==> src/rtl/alu_op_sequencer.sv <==
`default_nettype none
// ============================================================================
// Module   : alu_op_sequencer
// Purpose  : Multi-cycle initiator for the ALU datapath. It accepts one
//            operation per start/done handshake, presents the operands and
//            the control code, and captures the 64-bit result into ZLo/ZHi.
//            It then runs the PC increment through the ALU and reports the
//            new PC.
// Options  : ALU_SEQ_DIVZERO_TRAP_EN - when defined, op 0 with a zero divisor
//            is trapped: illegal is set, EXEC is skipped and both result
//            words are forced to all ones.
// Revision : 1.0 - initial release
// ============================================================================
module alu_op_sequencer #(
  parameter int NUM_OPS      = 12,
  parameter int SHIFT_MASK_W = 5
) (
  input  logic        Clk,
  input  logic        Reset_n,
  input  logic        start,
  input  logic [3:0]  op_code,
  input  logic [31:0] operand_a,
  input  logic [31:0] operand_b,
  input  logic [31:0] pc_in,
  input  logic [63:0] z_Output,
  output logic [31:0] alu_reg1,
  output logic [31:0] alu_reg2,
  output logic [3:0]  alu_control,
  output logic        alu_inc_pc,
  output logic        busy,
  output logic        done,
  output logic        illegal,
  output logic [31:0] result_lo,
  output logic [31:0] result_hi,
  output logic [31:0] pc_out
);

  localparam logic [3:0]  c_ALU_NOP    = 4'hF;
  localparam logic [4:0]  c_NUM_OPS    = 5'(NUM_OPS);
  localparam logic [31:0] c_SHIFT_MASK = 32'((64'd1 << SHIFT_MASK_W) - 64'd1);

  typedef enum logic [2:0] {
    S_IDLE  = 3'd0,
    S_SETUP = 3'd1,
    S_EXEC  = 3'd2,
    S_PCINC = 3'd3,
    S_DONE  = 3'd4
  } state_t;

  state_t      r_state, w_next;
  logic [3:0]  r_op, w_op;
  logic [31:0] r_pc, w_pc;
  logic [31:0] r_alu_reg1, w_alu_reg1;
  logic [31:0] r_alu_reg2, w_alu_reg2;
  logic [3:0]  r_alu_control, w_alu_control;
  logic        r_alu_inc_pc, w_alu_inc_pc;
  logic        r_done, w_done;
  logic        r_illegal, w_illegal;
  logic [31:0] r_result_lo, w_result_lo;
  logic [31:0] r_result_hi, w_result_hi;
  logic [31:0] r_pc_out, w_pc_out;
  logic        w_shift_op;
  logic        w_illegal_op;
  logic        w_divzero;

  // Shift/rotate codes 4..7 share the 01xx pattern; the mask is applied at latch time.
  assign w_shift_op   = (op_code[3:2] == 2'b01);
  assign w_illegal_op = ({1'b0, r_op} >= c_NUM_OPS);

  // In SETUP alu_reg2 still holds the unmasked latched divisor for op 0.
`ifdef ALU_SEQ_DIVZERO_TRAP_EN
  assign w_divzero = (r_op == 4'd0) && (r_alu_reg2 == 32'd0);
`else
  assign w_divzero = 1'b0;
`endif

  // Next-state and next-output computation; every ALU-facing output is registered.
  always_comb begin
    w_next        = r_state;
    w_op          = r_op;
    w_pc          = r_pc;
    w_alu_reg1    = r_alu_reg1;
    w_alu_reg2    = r_alu_reg2;
    w_alu_control = r_alu_control;
    w_alu_inc_pc  = r_alu_inc_pc;
    w_done        = 1'b0;
    w_illegal     = r_illegal;
    w_result_lo   = r_result_lo;
    w_result_hi   = r_result_hi;
    w_pc_out      = r_pc_out;
    case (r_state)
      S_IDLE: begin
        if (start) begin
          w_op          = op_code;
          w_pc          = pc_in;
          w_alu_reg1    = operand_a;
          w_alu_reg2    = w_shift_op ? (operand_b & c_SHIFT_MASK) : operand_b;
          w_alu_control = c_ALU_NOP;
          w_alu_inc_pc  = 1'b0;
          w_illegal     = 1'b0;
          w_next        = S_SETUP;
        end
      end
      S_SETUP: begin
        if (w_illegal_op || w_divzero) begin
          w_illegal     = 1'b1;
          w_alu_reg2    = r_pc;
          w_alu_inc_pc  = 1'b1;
          w_alu_control = c_ALU_NOP;
          if (w_divzero) begin
            w_result_lo = 32'hFFFF_FFFF;
            w_result_hi = 32'hFFFF_FFFF;
          end
          w_next = S_PCINC;
        end else begin
          w_alu_control = r_op;
          w_next        = S_EXEC;
        end
      end
      S_EXEC: begin
        w_result_lo = z_Output[31:0];
        if (r_op == 4'd0 || r_op == 4'd1) begin
          w_result_hi = z_Output[63:32];
        end
        w_alu_reg2    = r_pc;
        w_alu_inc_pc  = 1'b1;
        w_alu_control = c_ALU_NOP;
        w_next        = S_PCINC;
      end
      S_PCINC: begin
        w_pc_out     = z_Output[31:0];
        w_alu_inc_pc = 1'b0;
        w_done       = 1'b1;
        w_next       = S_DONE;
      end
      S_DONE: begin
        w_next = S_IDLE;
      end
      default: begin
        w_next = S_IDLE;
      end
    endcase
  end

  // State and output registers with asynchronous clear; control idles at the ALU no-op code.
  always_ff @(posedge Clk or negedge Reset_n) begin
    if (!Reset_n) begin
      r_state       <= S_IDLE;
      r_op          <= 4'd0;
      r_pc          <= 32'd0;
      r_alu_reg1    <= 32'd0;
      r_alu_reg2    <= 32'd0;
      r_alu_control <= c_ALU_NOP;
      r_alu_inc_pc  <= 1'b0;
      r_done        <= 1'b0;
      r_illegal     <= 1'b0;
      r_result_lo   <= 32'd0;
      r_result_hi   <= 32'd0;
      r_pc_out      <= 32'd0;
    end else begin
      r_state       <= w_next;
      r_op          <= w_op;
      r_pc          <= w_pc;
      r_alu_reg1    <= w_alu_reg1;
      r_alu_reg2    <= w_alu_reg2;
      r_alu_control <= w_alu_control;
      r_alu_inc_pc  <= w_alu_inc_pc;
      r_done        <= w_done;
      r_illegal     <= w_illegal;
      r_result_lo   <= w_result_lo;
      r_result_hi   <= w_result_hi;
      r_pc_out      <= w_pc_out;
    end
  end

  assign alu_reg1    = r_alu_reg1;
  assign alu_reg2    = r_alu_reg2;
  assign alu_control = r_alu_control;
  assign alu_inc_pc  = r_alu_inc_pc;
  assign busy        = (r_state != S_IDLE);
  assign done        = r_done;
  assign illegal     = r_illegal;
  assign result_lo   = r_result_lo;
  assign result_hi   = r_result_hi;
  assign pc_out      = r_pc_out;

endmodule
`default_nettype wire
==> config.mk <==
export PLATFORM = sky130hd
export DESIGN_NAME = alu_op_sequencer
export DESIGN_NICKNAME = d
export VERILOG_FILES = /design/src/rtl/alu_op_sequencer.sv
export SDC_FILE = /design/constraint.sdc
export NUM_CORES = 1
export LEC_CHECK = 0
export CORE_MARGIN = 1.5
export CORE_UTILIZATION = 45
export CTS_BUF_LIST = sky130_fd_sc_hd__clkbuf_2
export DETAILED_ROUTE_END_ITERATION = 16
export HOLD_SLACK_MARGIN = 0.05
export PLACE_DENSITY = 0.88
export SYNTH_ARGS = -nofsm -noshare
export SYNTH_HDL_FRONTEND = slang
export SYNTH_SLANG_ARGS = --single-unit
export TNS_END_PERCENT = 5
==> constraint.sdc <==
create_clock -name Clk -period 3.8 [get_ports Clk]
set_input_delay 0.76 -clock Clk [delete_from_list [all_inputs] [get_ports Clk]]
set_output_delay 0.76 -clock Clk [all_outputs]
set_load 0.1 [all_outputs]
==> summary.txt, run 1 <==
Status
  • Outcome: finished, final reports clean

Routing
  • # DRC: 0
  • First-pass iteration count of the detailed router: 6
  • Total detailed-routing wirelength: 21,800 um
  • Detailed-route wire length on metal 1: 8030 um
  • Detail Route met3 WL: 2190 um
  • Remaining antenna violation count: 0
  • Uppermost metal layer occupied by signal nets: met4
  • Routed wl met2: 11,000 um
  • Vias post-DR: 6,317
  • Detailed-route wire length per cell: 17.3 um
  • Via density: 5.01
  • Violation count after the first detailed-route iteration: 180

Die
  • Effective utilization at floorplan: 46.4%
  • Placeable core region: 17,400 um^2
  • Total Die Area: 18,800 um^2
  • Count of standard-cell rows: 48
  • Die height: 137 um
  • I/O pin cnt: 335
  • Die Span X: 137 um

Synth
  • Synth top area share: 62.6%
  • Syn nets: 805
  • Cell taking the most area after synthesis: dfrtp_1
  • Avg Inst Size Synth: 12.7 um^2
  • Fraction of registers with async set/reset: 100%
  • Number of flops mapped to enable cells by yosys: 0
  • Number of flip-flops and latches in the synthesized netlist: 206
  • Post-synth design cell area: 8080 um^2
  • Register area share after synthesis: 63.9%
  • Dominant synthesized flop cell: dfrtp_1
  • Top post-synthesis cells by area: dfrtp_1 63%, mux2_2 13%, nand2_1 6.2%, mux2_1 5.2%, a31oi_1 2.5%
  • Yosys synthesis warning count: 0
  • Synth cell types: 33
  • Number of instances in the synthesized netlist: 638

Timing
  • Final hold violation count: 0
  • Setup repair after global routing missed its margin: false
  • Max-slew violation total from the final report: 0
  • Period Utilization, post-route: 85.7%
  • Hold Slack: 0.479 ns
  • Slew Limit Headroom: 25.1%
  • Max Clock Skew: 0.0416 ns
  • Transition time at the pin with the least slew margin: 1.12 ns
  • Achievable clock frequency: 0.307 GHz
  • Setup Viol. Count Final: 0
  • Final Critical Period: 3.26 ns
  • Final sum of negative setup slack: 0 ns

Setup path
  • Crit end category: output port
  • Worst Path Max Fanout: 2
  • Type of the worst setup path: reg2out
  • Worst path cell trace: clkdlybuf4s50_1
  • Worst stage delay on the critical path: 1.17 ns
  • Startpoint types: flop
  • Required time at the endpoint of the critical path: 3.04 ns
  • Data arrival time of the worst path: 2.50 ns
  • Cell type group with the largest total delay on the critical path: buffers and inverters
  • Slowest cell on the critical path: clkdlybuf4s50_1
  • Buffers and inverters on the worst path: 1

Layout
  • Layout cells sized above 1: 19.3%
  • Most used cells in the layout excluding fill and tap cells: 332 x clkdlybuf4s50_1, 202 x dfrtp_1, 134 x nand2_1
  • Final instance count without filler cells: 1,261
  • Fill cell instance count of the final layout: 1,295
  • Final #Nets: 1,164
  • Layout overhead on the synthesized area: 49.4%
  • Most frequent standard cell in the layout excluding fill and tap cells: clkdlybuf4s50_1

Flow run
  • Max-capacitance violation count: 0

Global routing
  • Global Route Usage Sum: 22.9%
  • Vias in the first global route: 6,657
  • First-pass GRT wire length: 33,200 um
  • Largest net degree at the start of global routing: 107
  • Remaining global-route overflow: 0
  • Initial antenna violation count: 1

Placed design
  • Number of cells after detailed placement: 1,166
  • DP Wirelength: 14,900 um
  • Routability cong.: 0.805
  • PortBufs: 334

Clock network
  • Clock Tree Buf Depth: 3
  • Post-CTS setup buffer count: 0
  • CTS tree: built
  • Number of buffers created by CTS: 53
  • Clock root buffer: clkbuf_2
  • Clock H-tree levels: 2
  • Clock-pin slew on the worst setup and hold paths: 0.11 ns
  • Clock latency reported for the late side of the worst-skew pair: 0.78 ns
  • Number of clock sinks seen by CTS: 206

Worst hold path
  • Hold Path Class: reg2reg
state kept, by name, indices dropped and copies added (netlist names):
name,flops
alu_inc_pc,1
illegal,1
alu_reg2,32
pc_out,32
result_lo,32
alu_reg1,32
result_hi,32
alu_control,4
done,1
r_state,3
r_op,4
r_pc,32
metrics by stage:
stage | worst slack (ns) | cell area (um^2) | utilization [%]
global placement | 1.36 | 11600 | 66.6
global route | 0.405 | 12100 | 69.3
floorplan | 1.72 | 8080 | -
detailed placement | 1.27 | 11600 | 66.6
finish | 0.544 | 12100 | 69.3
CTS | 0.433 | 12100 | 69.3
cells by family (layout without fill, tap and decap cells):
group | after synthesis | count (layout) | synth area share, %
simple gates | 212 | 212 | 11.1
flops | 206 | 206 | 63.9
mux | 132 | 132 | 18.4
compound gates | 43 | 43 | 3.32
buf+inv | 43 | 440 | 3.10
xor+xnor | 2 | 2 | 0.217
other cells | 0 | 1 | 0
routing by layer:
layer,global-route usage [%],vias to the layer above
met5,0,-
met1,24.7,3054
met2,39.6,295
met3,8.81,52
met4,10.4,0
li1,-,2916
final timing paths:
check                                                start                          to  slack, ns  depth (start not counted)
worst max-delay path            alu_control[2]$_DFFE_PN1P_              alu_control[2]       0.54                          1
worst min-delay path                pc_out[15]$_DFFE_PN0P_      pc_out[15]$_DFFE_PN0P_       0.48                          2
worst max register to register      r_state[1]$_DFFE_PN0P_   result_hi[24]$_DFFE_PN0P_       1.54                          3
worst min register to register      pc_out[15]$_DFFE_PN0P_      pc_out[15]$_DFFE_PN0P_       0.48                          2
max in group asynchronous                          Reset_n  alu_control[0]$_DFFE_PN1P_       2.26                          3
min in group asynchronous                          Reset_n   result_lo[15]$_DFFE_PN0N_       0.67                          2
final cells by class:
cell class                      count  area [um^2]  area share [%]
Antenna cell                        1         2.50          0.0207
Clock buffer                       83          415            3.44
Clock inverter                     10         38.8           0.321
Inverter                            4         15.0           0.124
Multi-Input combinational cell    389         2700            22.4
Sequential cell                   206         5160            42.8
Tap cell                          225          282            2.33
Timing Repair Buffer              343         3450            28.6
cell usage after synthesis (2+ instances only):
cell	number
a21oi_1	4
a31oi_1	32
buf_2	23
buf_4	2
buf_6	7
clkbuf_1	6
dfrtp_1	202
dfstp_2	4
inv_1	4
mux2_1	37
mux2_2	95
nand2_1	134
nand3_1	27
nor2_1	37
nor3_1	4
o21ai_0	2
or3_1	2
what timing repair did:
item / in CTS / in global routing
resized for setup: 0 / 0
hold buffers: 1 / 0
hold endpoints to repair: 8 / 0
Power of run 1 is not shown: default switching activity piles up to over one toggle a cycle in this logic, so the estimate is an artifact.
==> run 2: changes to the inputs <==
- CORE_UTILIZATION: 45 -> 37
- PLACE_DENSITY: 0.88 -> 0.75
- SLEW_MARGIN: not set -> 10
- clock period: 3.8 -> 3 ns (I/O delays scaled with it)
==> summary.txt, run 2 (same netlist as run 1, synthesis figures left out) <==
Timing
  • Transition time at the pin with the least slew margin: 1.07 ns
  • Achievable clock frequency: 0.378 GHz
  • Final Critical Period: 2.65 ns
  • Max-slew violation total from the final report: 0
  • Setup Viol. Count Final: 0
  • Final hold violation count: 0
  • Slew Limit Headroom: 28.4%
  • Hold Slack: 0.354 ns
  • Setup repair after global routing missed its margin: false
  • Final sum of negative setup slack: 0 ns
  • Max Clock Skew: 0.0515 ns
  • Period Utilization, post-route: 88.2%
  • Worst Setup Slack, final: 0.355 ns

Placed design
  • Worst Setup Slack post-DPL: 0.709 ns
  • PortBufs: 334
  • Routability cong.: 0.759
  • Placed standard-cell area: 11,300 um^2
  • DP Wirelength: 15,000 um

Layout
  • Most used cells in the layout excluding fill and tap cells: 202 x dfrtp_1, 175 x buf_4, 165 x clkdlybuf4s50_1
  • Layout cells sized above 1: 35.2%
  • Most frequent standard cell in the layout excluding fill and tap cells: dfrtp_1
  • Layout overhead on the synthesized area: 46.2%
  • Final #Nets: 1,169
  • Non-Filler Cell Area, Final: 11,800 um^2

Die
  • Count of standard-cell rows: 53
  • Placeable core region: 21,200 um^2
  • Total Die Area: 22,700 um^2
  • Die Span X: 151 um
  • Effective utilization at floorplan: 38.1%
  • Die height: 151 um
  • I/O pin cnt: 335

Setup path
  • Worst R2R Path Depth: 3
  • Data arrival time of the worst path: 2.05 ns
  • Crit end category: output port
  • Startpoint of the worst-slack reg-to-reg timing path: r_state[1]$_DFFE_PN0P_
  • Worst Path Max Fanout: 13
  • Required time at the endpoint of the critical path: 2.40 ns
  • Startpoint types: flop
  • Worst reg2reg setup slack: 0.88 ns
  • Worst reg2reg path endpoint: result_hi[18]$_DFFE_PN0P_
  • Type of the worst setup path: reg2out

Clock network
  • Clock-pin slew on the worst setup and hold paths: 0.11 ns
  • Clock latency reported for the late side of the worst-skew pair: 0.80 ns
  • Number of clock sinks seen by CTS: 206
  • Number of buffers created by CTS: 55
  • Clock H-tree levels: 2
  • Clock Tree Buf Depth: 3
  • Post-CTS setup buffer count: 0
  • CTS tree: built
  • Clock root buffer: clkbuf_2

Routing
  • Detailed-route wire length per cell: 16.3 um
  • Vias post-DR: 6,277
  • # DRC: 0
  • Remaining antenna violation count: 0
  • First-pass iteration count of the detailed router: 4
  • Violation count after the first detailed-route iteration: 184
  • Total detailed-routing wirelength: 21,500 um
  • Via density: 4.74

Status
  • Outcome: finished, final reports clean

Global routing
  • First-pass GRT wire length: 33,000 um
  • Initial antenna violation count: 1
  • Largest net degree at the start of global routing: 70
  • Vias in the first global route: 6,397
  • Remaining global-route overflow: 0
  • Global Route Usage Sum: 18.6%

Worst hold path
  • Worst Hold Depth: 3
  • Hold_sp: z_Output[18]
  • Hold Path Class: in2reg
  • End point of the worst hold path: pc_out[18]$_DFFE_PN0P_

Flow run
  • Max-capacitance violation count: 0
## run 2: cell types whose count changed in the layout (fill, tap and decap cells not counted)
cell / delta
buf_12: +1
buf_4: +169
bufinv_16: +1
clkbuf_2: -7
clkdlybuf4s50_1: -167
clkinv_1: +10
clkinv_2: +5
## run 2: critical path, cell delays in order (launching register included)
cell,delay [ns]
dfrtp_1,0.60
or3_1,0.44
buf_4,0.24
## run 2: final cells by class
class                      instances  area [um^2]
timing repair buffer             346         3070
clock inverter                    26          131
multi-input combinational        389         2700
tap                              275          344
clock buffer                      76          380
sequential                       206         5160
fill                            1859         9410
antenna                            1         2.50
inverter                           4         15.0
## run 2: worst max-delay path by stage
stage	startpoint	end	slack [ns]	depth (start not counted)
detailed placement	start	alu_reg1[29]$_DFFE_PN0P_	0.71	4
global route	r_state[1]$_DFFE_PN0P_	busy	0.18	2
floorplan	r_state[1]$_DFFE_PN0P_	busy	1.08	2
finish	r_state[1]$_DFFE_PN0P_	busy	0.35	2
global placement	start	alu_reg1[30]$_DFFE_PN0P_	0.73	4
CTS	r_state[1]$_DFFE_PN0P_	busy	0.24	2
## run 2: metal layers
layer / GRT usage, % / vias to the layer above / wire length (um)
li1: - / 2931 / -
met1: 21.5 / 3018 / 8150
met2: 30.4 / 281 / 10300
met3: 7.67 / 47 / 2370
met4: 7.52 / 0 / 666
met5: 0 / - / 0
## run 2: stage by stage
step / instances / util, %
floorplan: 638 / -
finish: 1323 / 55.6
detailed placement: 1219 / 53.2
global placement: 1219 / 53.2
CTS: 1322 / 55.6
global route: 1323 / 55.6
## run 2: timing repair
item,in CTS,in global routing
endpoints found under the setup margin,0,0
hold endpoints to repair,64,0
hold buffers,1,0
resized for setup,0,0
Power of run 2 is left out for the same reason.
==> run 3: changes to the inputs <==
- SETUP_SLACK_MARGIN: not set -> 0.02
- clock period: 3 -> 3.3 ns (I/O delays scaled with it)
==> summary.txt, run 3 (same netlist as run 1, synthesis figures left out) <==
Die
  • Die Span X: 151 um
  • Die height: 151 um
  • I/O pin cnt: 335
  • Total Die Area: 22,700 um^2
  • Effective utilization at floorplan: 38.1%
  • Placeable core region: 21,200 um^2
  • Count of standard-cell rows: 53

Placed design
  • Number of cells after detailed placement: 1,221
  • DP Wirelength: 15,100 um
  • Placed standard-cell area: 11,300 um^2
  • PortBufs: 334
  • Worst Setup Slack post-DPL: 0.739 ns
  • Routability cong.: 0.763

Setup path
  • Data arrival time of the worst path: 2.05 ns
  • Crit end category: output port
  • Slowest cell on the critical path: dfrtp_1
  • Startpoint types: flop
  • Worst Path Max Fanout: 13
  • Worst stage delay on the critical path: 0.62 ns
  • Cell type group with the largest total delay on the critical path: flip-flops
  • Type of the worst setup path: reg2out
  • Buffers and inverters on the worst path: 1
  • Startpoint of the worst-slack reg-to-reg timing path: r_state[1]$_DFFE_PN0P_
  • Worst path cell trace: or3_1 > buf_4
  • Crit path launch: r_state[1]$_DFFE_PN0P_
  • Required time at the endpoint of the critical path: 2.64 ns

Clock network
  • Number of clock sinks seen by CTS: 206
  • Post-CTS setup buffer count: 0
  • Clock-pin slew on the worst setup and hold paths: 0.10 ns
  • Clock root buffer: clkbuf_2
  • CTS tree: built
  • Clock latency reported for the late side of the worst-skew pair: 0.78 ns
  • Number of buffers created by CTS: 54
  • Clock H-tree levels: 2
  • Clock Tree Buf Depth: 3

Global routing
  • Largest net degree at the start of global routing: 72
  • Global Route Usage Sum: 18.7%
  • Remaining global-route overflow: 0
  • First-pass GRT wire length: 33,200 um
  • Vias in the first global route: 6,468
  • Initial antenna violation count: 0

Timing
  • Final sum of negative setup slack: 0 ns
  • Max Clock Skew: 0.0415 ns
  • Max-slew violation total from the final report: 0
  • Final Critical Period: 2.71 ns
  • Final hold violation count: 0
  • Worst Setup Slack, final: 0.590 ns
  • Period Utilization, post-route: 82.1%
  • Transition time at the pin with the least slew margin: 0.824 ns
  • Setup repair after global routing missed its margin: false
  • Setup Viol. Count Final: 0
  • Achievable clock frequency: 0.369 GHz
  • Slew Limit Headroom: 44.9%

Layout
  • Final #Nets: 1,170
  • Antenna cell count: 0
  • Non-Filler Cell Area, Final: 11,700 um^2
  • Layout overhead on the synthesized area: 45.1%
  • Layout cells sized above 1: 35.8%
  • Final instance count without filler cells: 1,314
  • Most used cells in the layout excluding fill and tap cells: 202 x dfrtp_1, 180 x buf_4, 165 x clkdlybuf4s50_1
  • Most frequent standard cell in the layout excluding fill and tap cells: dfrtp_1

Worst hold path
  • Hold_sp: operand_b[16]
  • Hold Path Class: in2reg

Routing
  • First-pass iteration count of the detailed router: 5
  • Detailed-route wire length on metal 1: 8610 um
  • # DRC: 0
  • Via density: 4.76
  • Vias post-DR: 6,258
  • Routed wl met2: 10,300 um
  • Detail Route met3 WL: 2100 um
  • Total detailed-routing wirelength: 21,600 um
  • Violation count after the first detailed-route iteration: 174
  • Remaining antenna violation count: 0
  • Uppermost metal layer occupied by signal nets: met4
  • Detailed-route wire length per cell: 16.4 um

Status
  • Outcome: finished, final reports clean

Flow run
  • Max-capacitance violation count: 0
-- run 3: changes by cell type in the layout (fill, tap and decap cells not counted) --
| cell | before | now |
|---|---|---|
| buf_12 | 4 | 1 |
| buf_4 | 175 | 180 |
| bufinv_16 | 1 | 0 |
| clkbuf_2 | 76 | 85 |
| clkinv_1 | 18 | 7 |
| clkinv_2 | 6 | 0 |
| diode_2 | 1 | 0 |
| inv_2 | 1 | 0 |
-- run 3: area by class of cell --
class,instances,area (um^2)
multi-input combinational,389,2700
clock inverter,7,26.3
clock buffer,85,425
tap,275,344
timing repair buffer,348,3050
sequential,206,5160
inverter,4,15.0
fill,1871,9500
-- run 3: worst min-delay path, stage by stage --
cell and delay, ns:
clkdlybuf4s50_1 0.40, nand3_1 0.07, a31oi_1 0.07
-- run 3: metrics by stage --
step / hold slack (ns) / utilization [%]
after global placement: 0.459 / 53.1
after global routing: 0.335 / 55.2
after floorplan: 0.364 / -
after detailed placement: 0.463 / 53.1
after CTS: 0.321 / 55.2
final: 0.445 / 55.2
-- run 3: worst paths after layout --
kind | endpoint | slack [ns] | cells past startpoint
max | busy | 0.59 | 2
min | alu_reg2[16]$_DFFE_PN0P_ | 0.44 | 3
max reg2reg | result_hi[30]$_DFFE_PN0P_ | 1.10 | 3
min reg2reg | pc_out[14]$_DFFE_PN0P_ | 0.48 | 2
max in group asynchronous | r_pc[13]$_DFFE_PN0P_ | 1.92 | 3
min in group asynchronous | result_lo[16]$_DFFE_PN0N_ | 0.45 | 2
-- run 3: repair_timing --
action / 4_1_cts / 5_1_grt
hold buffers: 1 / 0
resized for setup: 0 / 0
endpoints found under the hold margin: 62 / 0
-- run 3: metal layers --
layer / vias up / global-route usage (%)
met4: 0 / 7.86
met1: 3016 / 22.2
met2: 280 / 30.4
li1: 2922 / -
met3: 40 / 6.79
met5: - / 0
Power of run 3 is left out for the same reason.
